$ cat src/rtl/sha256_msg_padder.sv
// SHA-256 message padder: packs a byte stream into 512-bit FIPS 180-4 blocks.
// Optional block counter output enabled by defining SHA256_PADDER_STATS_EN.
module sha256_msg_padder #(
  parameter int LEN_W = 64
`ifdef SHA256_PADDER_STATS_EN
  , parameter int CNT_W = 16
`endif
) (
  input  logic         Clk,
  input  logic         Reset,
  input  logic [7:0]   InData,
  input  logic         InValid,
  input  logic         InLast,
  input  logic         InEmpty,
  output logic         InReady,
  output logic [511:0] Chunk,
  output logic         ChunkValid,
  input  logic         ChunkReady,
  output logic         ChunkLast,
  output logic         MsgDone
`ifdef SHA256_PADDER_STATS_EN
  , output logic [CNT_W-1:0] BlockCnt
`endif
);

  typedef enum logic [1:0] {FILL, PAD, LEN, EMIT} state_e;

  state_e            state_q, state_d;
  state_e            ret_q, ret_d;
  logic [5:0]        ptr_q, ptr_d;
  logic [LEN_W-1:0]  bitlen_q, bitlen_d;
  logic [0:63][7:0]  buf_q, buf_d;
  logic              last_q, last_d;
  logic              done_q, done_d;
  logic [63:0]       len64;
  logic              hs;

  assign len64      = 64'(bitlen_q);
  assign hs         = (state_q == EMIT) && ChunkReady;
  assign InReady    = (state_q == FILL) && !Reset;
  assign Chunk      = buf_q;
  assign ChunkValid = (state_q == EMIT);
  assign ChunkLast  = last_q;
  assign MsgDone    = done_q;

  always_ff @(posedge Clk or posedge Reset) begin
    if (Reset) begin
      state_q  <= FILL;
      ret_q    <= FILL;
      ptr_q    <= '0;
      bitlen_q <= '0;
      buf_q    <= '0;
      last_q   <= 1'b0;
      done_q   <= 1'b0;
    end else begin
      state_q  <= state_d;
      ret_q    <= ret_d;
      ptr_q    <= ptr_d;
      bitlen_q <= bitlen_d;
      buf_q    <= buf_d;
      last_q   <= last_d;
      done_q   <= done_d;
    end
  end

  always_comb begin
    state_d  = state_q;
    ret_d    = ret_q;
    ptr_d    = ptr_q;
    bitlen_d = bitlen_q;
    buf_d    = buf_q;
    last_d   = last_q;
    done_d   = 1'b0;
    unique case (state_q)
      FILL: begin
        if (InValid) begin
          if (!InEmpty) begin
            buf_d[ptr_q] = InData;
            ptr_d        = ptr_q + 6'd1;
            bitlen_d     = bitlen_q + LEN_W'(8);
            if (ptr_q == 6'd63) begin
              state_d = EMIT;
              last_d  = 1'b0;
              ret_d   = InLast ? PAD : FILL;
              ptr_d   = '0;
            end else if (InLast) begin
              state_d = PAD;
            end
          end else if (InLast) begin
            state_d = PAD;
          end
        end
      end
      PAD: begin
        for (int i = 0; i < 64; i++) begin
          if (6'(i) == ptr_q)
            buf_d[i] = 8'h80;
          else if (6'(i) > ptr_q)
            buf_d[i] = 8'h00;
        end
        state_d = EMIT;
        // Length only fits if the 0x80 marker left bytes 56..63 free
        if (ptr_q <= 6'd55) begin
          buf_d[56:63] = len64;
          last_d       = 1'b1;
        end else begin
          last_d = 1'b0;
          ret_d  = LEN;
        end
      end
      LEN: begin
        buf_d        = '0;
        buf_d[56:63] = len64;
        last_d       = 1'b1;
        state_d      = EMIT;
      end
      EMIT: begin
        if (ChunkReady) begin
          ptr_d = '0;
          if (last_q) begin
            state_d  = FILL;
            bitlen_d = '0;
            done_d   = 1'b1;
          end else begin
            state_d = ret_q;
          end
        end
      end
      default: state_d = FILL;
    endcase
  end

`ifdef SHA256_PADDER_STATS_EN
  logic [CNT_W-1:0] cnt_q;

  assign BlockCnt = cnt_q;

  always_ff @(posedge Clk or posedge Reset) begin
    if (Reset)
      cnt_q <= '0;
    else if (hs) begin
      if (last_q)
        cnt_q <= '0;
      else if (cnt_q != {CNT_W{1'b1}})
        cnt_q <= cnt_q + 1'b1;
    end
  end
`endif

endmodule

$ cat config.mk
export PLATFORM = sky130hd
export DESIGN_NAME = sha256_msg_padder
export DESIGN_NICKNAME = d
export VERILOG_FILES = /design/src/rtl/sha256_msg_padder.sv
export SDC_FILE = /design/constraint.sdc
export NUM_CORES = 1
export LEC_CHECK = 0
export CAP_MARGIN = 20
export CORE_UTILIZATION = 55
export CTS_CLUSTER_DIAMETER = 80
export DETAILED_ROUTE_END_ITERATION = 8
export GPL_ROUTABILITY_DRIVEN = 0
export HOLD_SLACK_MARGIN = 0.06
export PLACE_DENSITY = 0.85
export SYNTH_ARGS = -nofsm -noshare
export SYNTH_HDL_FRONTEND = slang
export SYNTH_SLANG_ARGS = --single-unit
$ cat constraint.sdc
create_clock -name Clk -period 39.6 [get_ports Clk]
set_input_delay 7.92 -clock Clk [delete_from_list [all_inputs] [get_ports Clk]]
set_output_delay 7.92 -clock Clk [all_outputs]
set_load 0.05 [all_outputs]
* Word level (Yosys, flattened, before mapping)
Cells that the tools add are included.
Widths: inputs -> output; s select.
** Word-level totals
- Bits in registers :: 588
- Input port bits :: 14
- Output and inout port bits :: 516
** Operators by class
- Add/sub/neg operators :: 2
- Order comparisons :: 67
- Equality and inequality tests :: 137
- Multiplexer cells :: 166
- Bitwise gates (word level) :: 1
- Reductions and logical operators :: 78
** Operator list (number)
- $pmux 512 s3 :: 1
- $mux 8 :: 129
- $mux 512 :: 2
- $bwmux 512 :: 1
- $mux 64 :: 5
- $reduce_and 4->1 :: 66
- $eq 6x6->1 const A :: 32
- $gt 6x6->1 const A :: 32
- $ne 3x3->1 const B :: 56
- $pmux 64 s2 :: 1
- $eq 5x6->1 const A :: 16
- $gt 5x6->1 const A :: 16
- $add 64x4->64 const B :: 1
- $demux 8 s6 :: 1
- $eq 4x6->1 const A :: 8
- $gt 4x6->1 const A :: 8
- $ne 4x4->1 const B :: 8
- $eq 3x6->1 const A :: 4
- $gt 3x6->1 const A :: 4
- $mux 6 :: 4
- $mux 2 :: 10
- $eq 2x6->1 const A :: 2
- $gt 1x6->1 const A :: 2
- $gt 2x6->1 const A :: 2
- 25 further kinds :: 40

* Longest topological paths before layout
Gate-level depths: netlist of the first run.
- Depth in word-level cells :: 9
- Mapped depth :: 10
- Gate-level depth less buffers :: 7

* Worst setup path after synthesis of the first run
No wires, ideal clock.
- Path kind :: input -> output
- Start :: in Reset
- End :: out InReady
- Arrival :: 8565 ps
- Required time :: 31680 ps
- Slack :: 23115 ps
- Cell stages on the path :: 1
- Buffers on the path :: 0
- Cell sequence :: nor2_1
** Between the ends
- Cells in the longest elaborated chain, start to end :: 2
** RTL lines
- start: declaration :: line 10 : input logic Reset,
- $logic_not 1->1 (no source line)
- $logic_and 1x1->1 :: line 40 : assign InReady = (state_q == FILL) && !Reset;
- end: declaration :: line 15 : output logic InReady,
Every way passes these cells.

* Worst setup path after layout of the first run
Ends and elaborated chain as after synthesis.

==> flow_summary.json, run 1 <==
{
  "dp_cells": 3232,
  "die_y_um": 215,
  "synth.top_cells.by_count": "dfrtp_1 (585), a22o_1 (372), clkbuf_1 (166)",
  "port_buffers": 529,
  "track_usage": 0.405,
  "tns_ns": 0,
  "ctsResizeCount": 0,
  "yosysTopAreaCell": "dfrtp_1",
  "drive_gt1_frac": 0.0709,
  "rows": 77,
  "rsz0062_at_grt": "false",
  "irDropWorstVdd_mv": 0.0640,
  "finalCritPeriodShare": 0.437,
  "cts_buffer_depth": 3,
  "cp_common_cell": "clkdlybuf4s50_1",
  "cap_violations": 0,
  "die_w_um": 215,
  "drt_first_pass_iters": 7,
  "antenna_found_initial": 2,
  "cts.clk_slew.worst_paths_ns": 0.06,
  "cp.required_ns": 31.68,
  "hpwl_mm": 63.7,
  "hold_violations": 0,
  "fmax_mhz": 57.7,
  "synthCells": 2244,
  "crit_chain": "clkdlybuf4s50_1 -> nor2_1 -> clkdlybuf4s50_1",
  "synth.most_common_cell": "dfrtp_1",
  "timing.final.crit_period_ns": 17.32,
  "synth_edf_count": 0,
  "hold-path-cell-count": 2,
  "critical_path_class": "primary input to output pin",
  "wl_per_cell_um": 28.2,
  "setup_viol": 0,
  "min_from": "Chunk[463]$_DFFE_PP0P_",
  "startpoint_type": "primary input",
  "hold_buffers": 0,
  "grt_overflow": 0,
  "r2r_slack_ns": 35.99,
  "wl_mm": 94.4,
  "r2r_cells": 8,
  "htreeDepth": 2,
  "yosys.area.top_type_share": 0.587,
  "reg2reg_from": "state_q[1]$_DFFE_PP0P_",
  "finalNonFillerCells": 3345,
  "post-route-util": 0.734,
  "yosys_register_bits": 585,
  "cp_max_fo": 2,
  "relSlewSlack": 0.197,
  "dieArea_um2": 46200,
  "drtIter0Drc": 3341,
  "arrival_ns": 9.40,
  "synth_cell_types": 68,
  "grt_pass1_vias": 22200,
  "critical_path.endpoint_type": "output pin",
  "drv_slew": 0,
  "drcViolationCount": 0,
  "insertion_delay_ns": 0.63,
  "core_um2": 44500,
  "root_buffer": "clkbuf_16",
  "cts_tree": "built",
  "num_vias": 22900,
  "avgSynthCellArea_um2": 11.1,
  "area_delta_synth_final_pct": 31.1,
  "synthArstFlopShare": 1.00,
  "reg2reg_to": "Chunk[398]$_DFFE_PP0P_",
  "via_per_inst": 6.85,
  "worst_pin_slew_ns": 1.20,
  "synth_area_um2": 24900,
  "status": "completed",
  "cts.sinks": 585,
  "synthTopCellsByArea": "dfrtp_1 (59%), a22o_1 (13%), a21oi_1 (3.0%)",
  "grt_pass1_wl_mm": 142,
  "synthesis.nets": 2269,
  "max_stage_delay_ns": 0.82,
  "nets": 2734,
  "worst_slack_ns": 22.28,
  "grt_max_degree": 185,
  "hold-path-endpoint": "Chunk[463]$_DFFE_PP0P_",
  "crit_slowest_cell": "clkdlybuf4s50_1",
  "ys_seq_area_frac": 0.587,
  "postCtsSetupBuffers": 0,
  "dpl_worst_slack_ns": 22.26,
  "drtAntennaViolNets": 0,
  "leakage_nw": 14.1,
  "cts_inserted_buffers": 57,
  "yosys_warnings": 0,
  "hold_slack_ns": 0.483,
  "ys.flop_type": "dfrtp_1",
  "num_io_pins": 530,
  "min_path_type": "flop to flop",
  "start_util": 0.560,
  "p_per_area_nw_per_um2": 74.9,
  "finClkSkew_ns": 0.0289
}
==> through the flow <==
step / total power [mW] / area [µm²]
after floorplan: 1.44 / 24900
after global placement: 1.82 / 30700
after detailed placement: 1.84 / 30700
after CTS: 2.41 / 32600
after global routing: 2.52 / 32700
final: 2.45 / 32700
==> worst max-delay path: cells and delay by family <==
family	cells	cell delay, ns
buffers and inverters	2	1.33
and+or+nand+nor	1	0.15
==> where the power goes <==
group | switching, mW | leakage [nW] | internal (mW) | total, mW
Combinational | 0.866 | 5.12 | 0.284 | 1.15
Clock | 0.240 | 0.953 | 0.323 | 0.563
Sequential | 0.0637 | 8.02 | 0.673 | 0.737
Total | 1.17 | 14.1 | 1.28 | 2.45
==> cell usage in the layout (no fill, tap or decap), types with 23 or more instances in the layout <==
cell type and count:
dfrtp_1 585, clkdlybuf4s50_1 523, a22o_1 372, nor2_1 158
nand2_1 148, a21oi_1 146, o21ai_0 117, clkbuf_16 58
nand3_1 52, buf_4 44, o31ai_1 39, nor3_1 38
or3_1 23
==> state kept, by name (all words and copies together) (netlist names) <==
name and flops:
Chunk 512, ptr_q 6, MsgDone 1, ret_q 2, bitlen_q 61, state_q 2
ChunkLast 1
==> worst max path at each step <==
stage                            endpoint  start  depth (start not counted)  slack, ns
finish                            InReady  Reset                          3      22.28
floorplan           ChunkLast$_DFFE_PP0P_  Reset                          1      15.31
CTS                               InReady  Reset                          3      22.26
global route                      InReady  Reset                          3      22.22
detailed placement                InReady  Reset                          3      22.26
global placement                  InReady  Reset                          3      22.26
==> logic make-up after synthesis <==
kind of cell    share of synthesized area
compound gates                      0.246
fa+ha+maj                         0.00552
simple gates                        0.116
xor+xnor                          0.00913
buf+inv                            0.0291
flops                               0.587
mux                               0.00748
==> layer usage <==
layer	routed length, µm	up-vias	track usage	part of all wire
met5	13	-	0	0.00014
met3	10200	425	0.0938	0.11
met4	6810	2	0.244	0.072
met1	32600	11300	0.492	0.35
met2	44800	1748	0.658	0.47
li1	-	9392	-	-
==> layout make-up <==
class,instances,area [µm²]
clock inverter,17,193
tap,592,741
sequential,585,14600
inverter,17,71.3
timing repair buffer,580,5690
fill,3037,11800
clock buffer,85,1740
multi-input combinational,1468,9620
antenna,1,2.50
(Power assumes the default switching activity.)
==> run 2: changes to the inputs <==
--- a/config.mk
+++ b/config.mk
@@ -6,12 +6,12 @@
 export NUM_CORES = 1
 export LEC_CHECK = 0
 export CAP_MARGIN = 20
-export CORE_UTILIZATION = 55
+export CORE_UTILIZATION = 51
 export CTS_CLUSTER_DIAMETER = 80
 export DETAILED_ROUTE_END_ITERATION = 8
 export GPL_ROUTABILITY_DRIVEN = 0
 export HOLD_SLACK_MARGIN = 0.06
-export PLACE_DENSITY = 0.85
+export PLACE_DENSITY = 0.8
 export SYNTH_ARGS = -nofsm -noshare
 export SYNTH_HDL_FRONTEND = slang
 export SYNTH_SLANG_ARGS = --single-unit
==> constraint.sdc (replaced) <==
create_clock -name Clk -period 16.6 [get_ports Clk]
set_input_delay 3.32 -clock Clk [delete_from_list [all_inputs] [get_ports Clk]]
set_output_delay 3.32 -clock Clk [all_outputs]
set_load 0.05 [all_outputs]
==> run 2 against run 1 <==
Effect of this change:
- largest power group unchanged
- critical path type unchanged
- final area rose by 0.52%
- wire length fell by 0.54%
- register-to-register slack got worse by 23 ns
- flip-flop and latch count did not move
- clock-buffer cell count did not move
- combinational power rose by 140%
- critical endpoint unchanged
==> flow_summary.json, run 2 (same netlist as run 1, synthesis figures left out) <==
{
  "core_um2": 47900,
  "drv_slew": 0,
  "comb_power_share": 0.461,
  "nets": 2735,
  "status": "completed",
  "port_buffers": 529,
  "layout_common_cells": "dfrtp_1 (585), clkdlybuf4s50_1 (522), a22o_1 (372)",
  "cts_buffer_depth": 3,
  "fill_cells": 3552,
  "cp_common_cell": "clkdlybuf4s50_1",
  "area_delta_synth_final_pct": 31.8,
  "hold_buffers": 0,
  "num_vias": 22400,
  "crit_chain": "clkdlybuf4s50_1 -> nor2_1 -> clkdlybuf4s50_1",
  "critical_path_class": "primary input to output pin",
  "p_per_area_nw_per_um2": 180,
  "cap_violations": 0,
  "die_y_um": 223,
  "cts_inserted_buffers": 59,
  "dpl_worst_slack_ns": 8.58,
  "leakage_nw": 14.2,
  "track_usage": 0.371,
  "wl_mm": 93.9,
  "die_w_um": 223,
  "insertion_delay_ns": 0.65,
  "wl_per_cell_um": 27.8,
  "start_util": 0.520,
  "antenna_found_initial": 3,
  "regArea_um2": 14600,
  "p_sw_frac": 0.471,
  "cp.required_ns": 13.28,
  "max_stage_delay_ns": 0.80,
  "rows": 80,
  "irDropWorstVdd_mv": 0.172,
  "postCtsSetupBuffers": 0,
  "rsz0062_at_grt": "false",
  "switching_power_mw": 2.78,
  "grt_pass1_vias": 21800,
  "cts.clk_slew.worst_paths_ns": 0.06,
  "dieArea_um2": 49800,
  "drtAntennaViolNets": 0,
  "root_buffer": "clkbuf_16",
  "multiInputGateArea_um2": 9610,
  "finalCritPeriodShare": 0.483,
  "cts.sinks": 585,
  "ctsResizeCount": 0,
  "worst_pin_slew_ns": 1.19,
  "setup_viol": 0,
  "critical_path.endpoint_type": "output pin",
  "hpwl_mm": 64.3,
  "htreeDepth": 2,
  "layout_commonest_cell": "dfrtp_1",
  "hold_violations": 0,
  "drcViolationCount": 0,
  "fin_area_um2": 32900,
  "grt_max_degree": 206,
  "p_int_mw": 3.12,
  "p_total_mw": 5.90,
  "crit_slowest_cell": "clkdlybuf4s50_1",
  "fmax_mhz": 125,
  "worst_slack_ns": 8.58,
  "drtIter0Drc": 2945,
  "largest_register_ffs": 512,
  "share_seq_of_total_power": 0.299,
  "via_per_inst": 6.64,
  "timing.final.crit_period_ns": 8.02,
  "tns_ns": 0,
  "min_path_type": "flop to flop",
  "p_clk_frac": 0.240,
  "arrival_ns": 4.70,
  "finClkSkew_ns": 0.0311,
  "drt_first_pass_iters": 9,
  "num_io_pins": 530,
  "cts_tree": "built",
  "critPathBufInv": 2,
  "placed_area_um2": 30600,
  "relSlewSlack": 0.206,
  "drive_gt1_frac": 0.0718,
  "grt_overflow": 0,
  "startpoint_type": "primary input",
  "critPathTopFamily": "buffers and inverters",
  "grt_pass1_wl_mm": 139,
  "cp_max_fo": 2
}
## run 2: power by group through the flow
stage,Combinational [mW],Clock (mW),Sequential (mW)
2_1_floorplan,1.17,0,2.26
3_3_place_gp,2.56,0,1.77
3_5_place_dp,2.62,0,1.78
4_1_cts,2.64,1.42,1.76
5_1_grt,2.84,1.47,1.78
6_report,2.72,1.41,1.77
## run 2: path summary, 6_finish.rpt
check	start	cells after the start	slack, ns	to
max	Reset	3	8.58	InReady
max in group asynchronous	Reset	6	10.89	Chunk[455]$_DFFE_PP0P_
min reg2reg	Chunk[312]$_DFFE_PP0P_	2	0.48	Chunk[312]$_DFFE_PP0P_
max reg2reg	state_q[0]$_DFFE_PP0P_	7	12.71	Chunk[183]$_DFFE_PP0P_
min	Chunk[312]$_DFFE_PP0P_	2	0.48	Chunk[312]$_DFFE_PP0P_
min in group asynchronous	Reset	3	3.22	MsgDone$_DFF_PP0_
## run 2: routing by layer
metal  up-vias  global-route usage  part of all wire  wire length (µm)
li1       9395                   -                 -                 -
met1     11200               0.452              0.36             33700
met2      1432               0.596              0.48             44700
met3       372              0.0954             0.098              9210
met4         4               0.219             0.066              6210
met5         -                   0           0.00029                27
## run 2: metrics by stage
step | hold slack [ns] | std cells | util
2_1_floorplan | 0.470 | 2244 | -
3_3_place_gp | 0.462 | 3249 | 0.639
3_5_place_dp | 0.466 | 3253 | 0.639
4_1_cts | 0.480 | 3362 | 0.682
5_1_grt | 0.485 | 3374 | 0.685
6_report | 0.479 | 3374 | 0.685
## run 2: worst reg2reg max path, delay by kind of cell (launching register included)
family                   cells  cell delay (ns)
flip-flops                   1             0.44
adder cells (fa/ha/maj)      1             0.33
AND/OR/NAND/NOR              3             2.05
buffers and inverters        2             0.73
AO/OA/AOI/OAI                1             0.28
## run 2: cell type report
class	instances	share of cell area
timing repair buffer	579	0.174
sequential	585	0.445
clock buffer	85	0.0531
inverter	17	0.00206
tap	615	0.0234
clock inverter	24	0.00967
multi-input combinational	1468	0.292
antenna	1	0.0000761
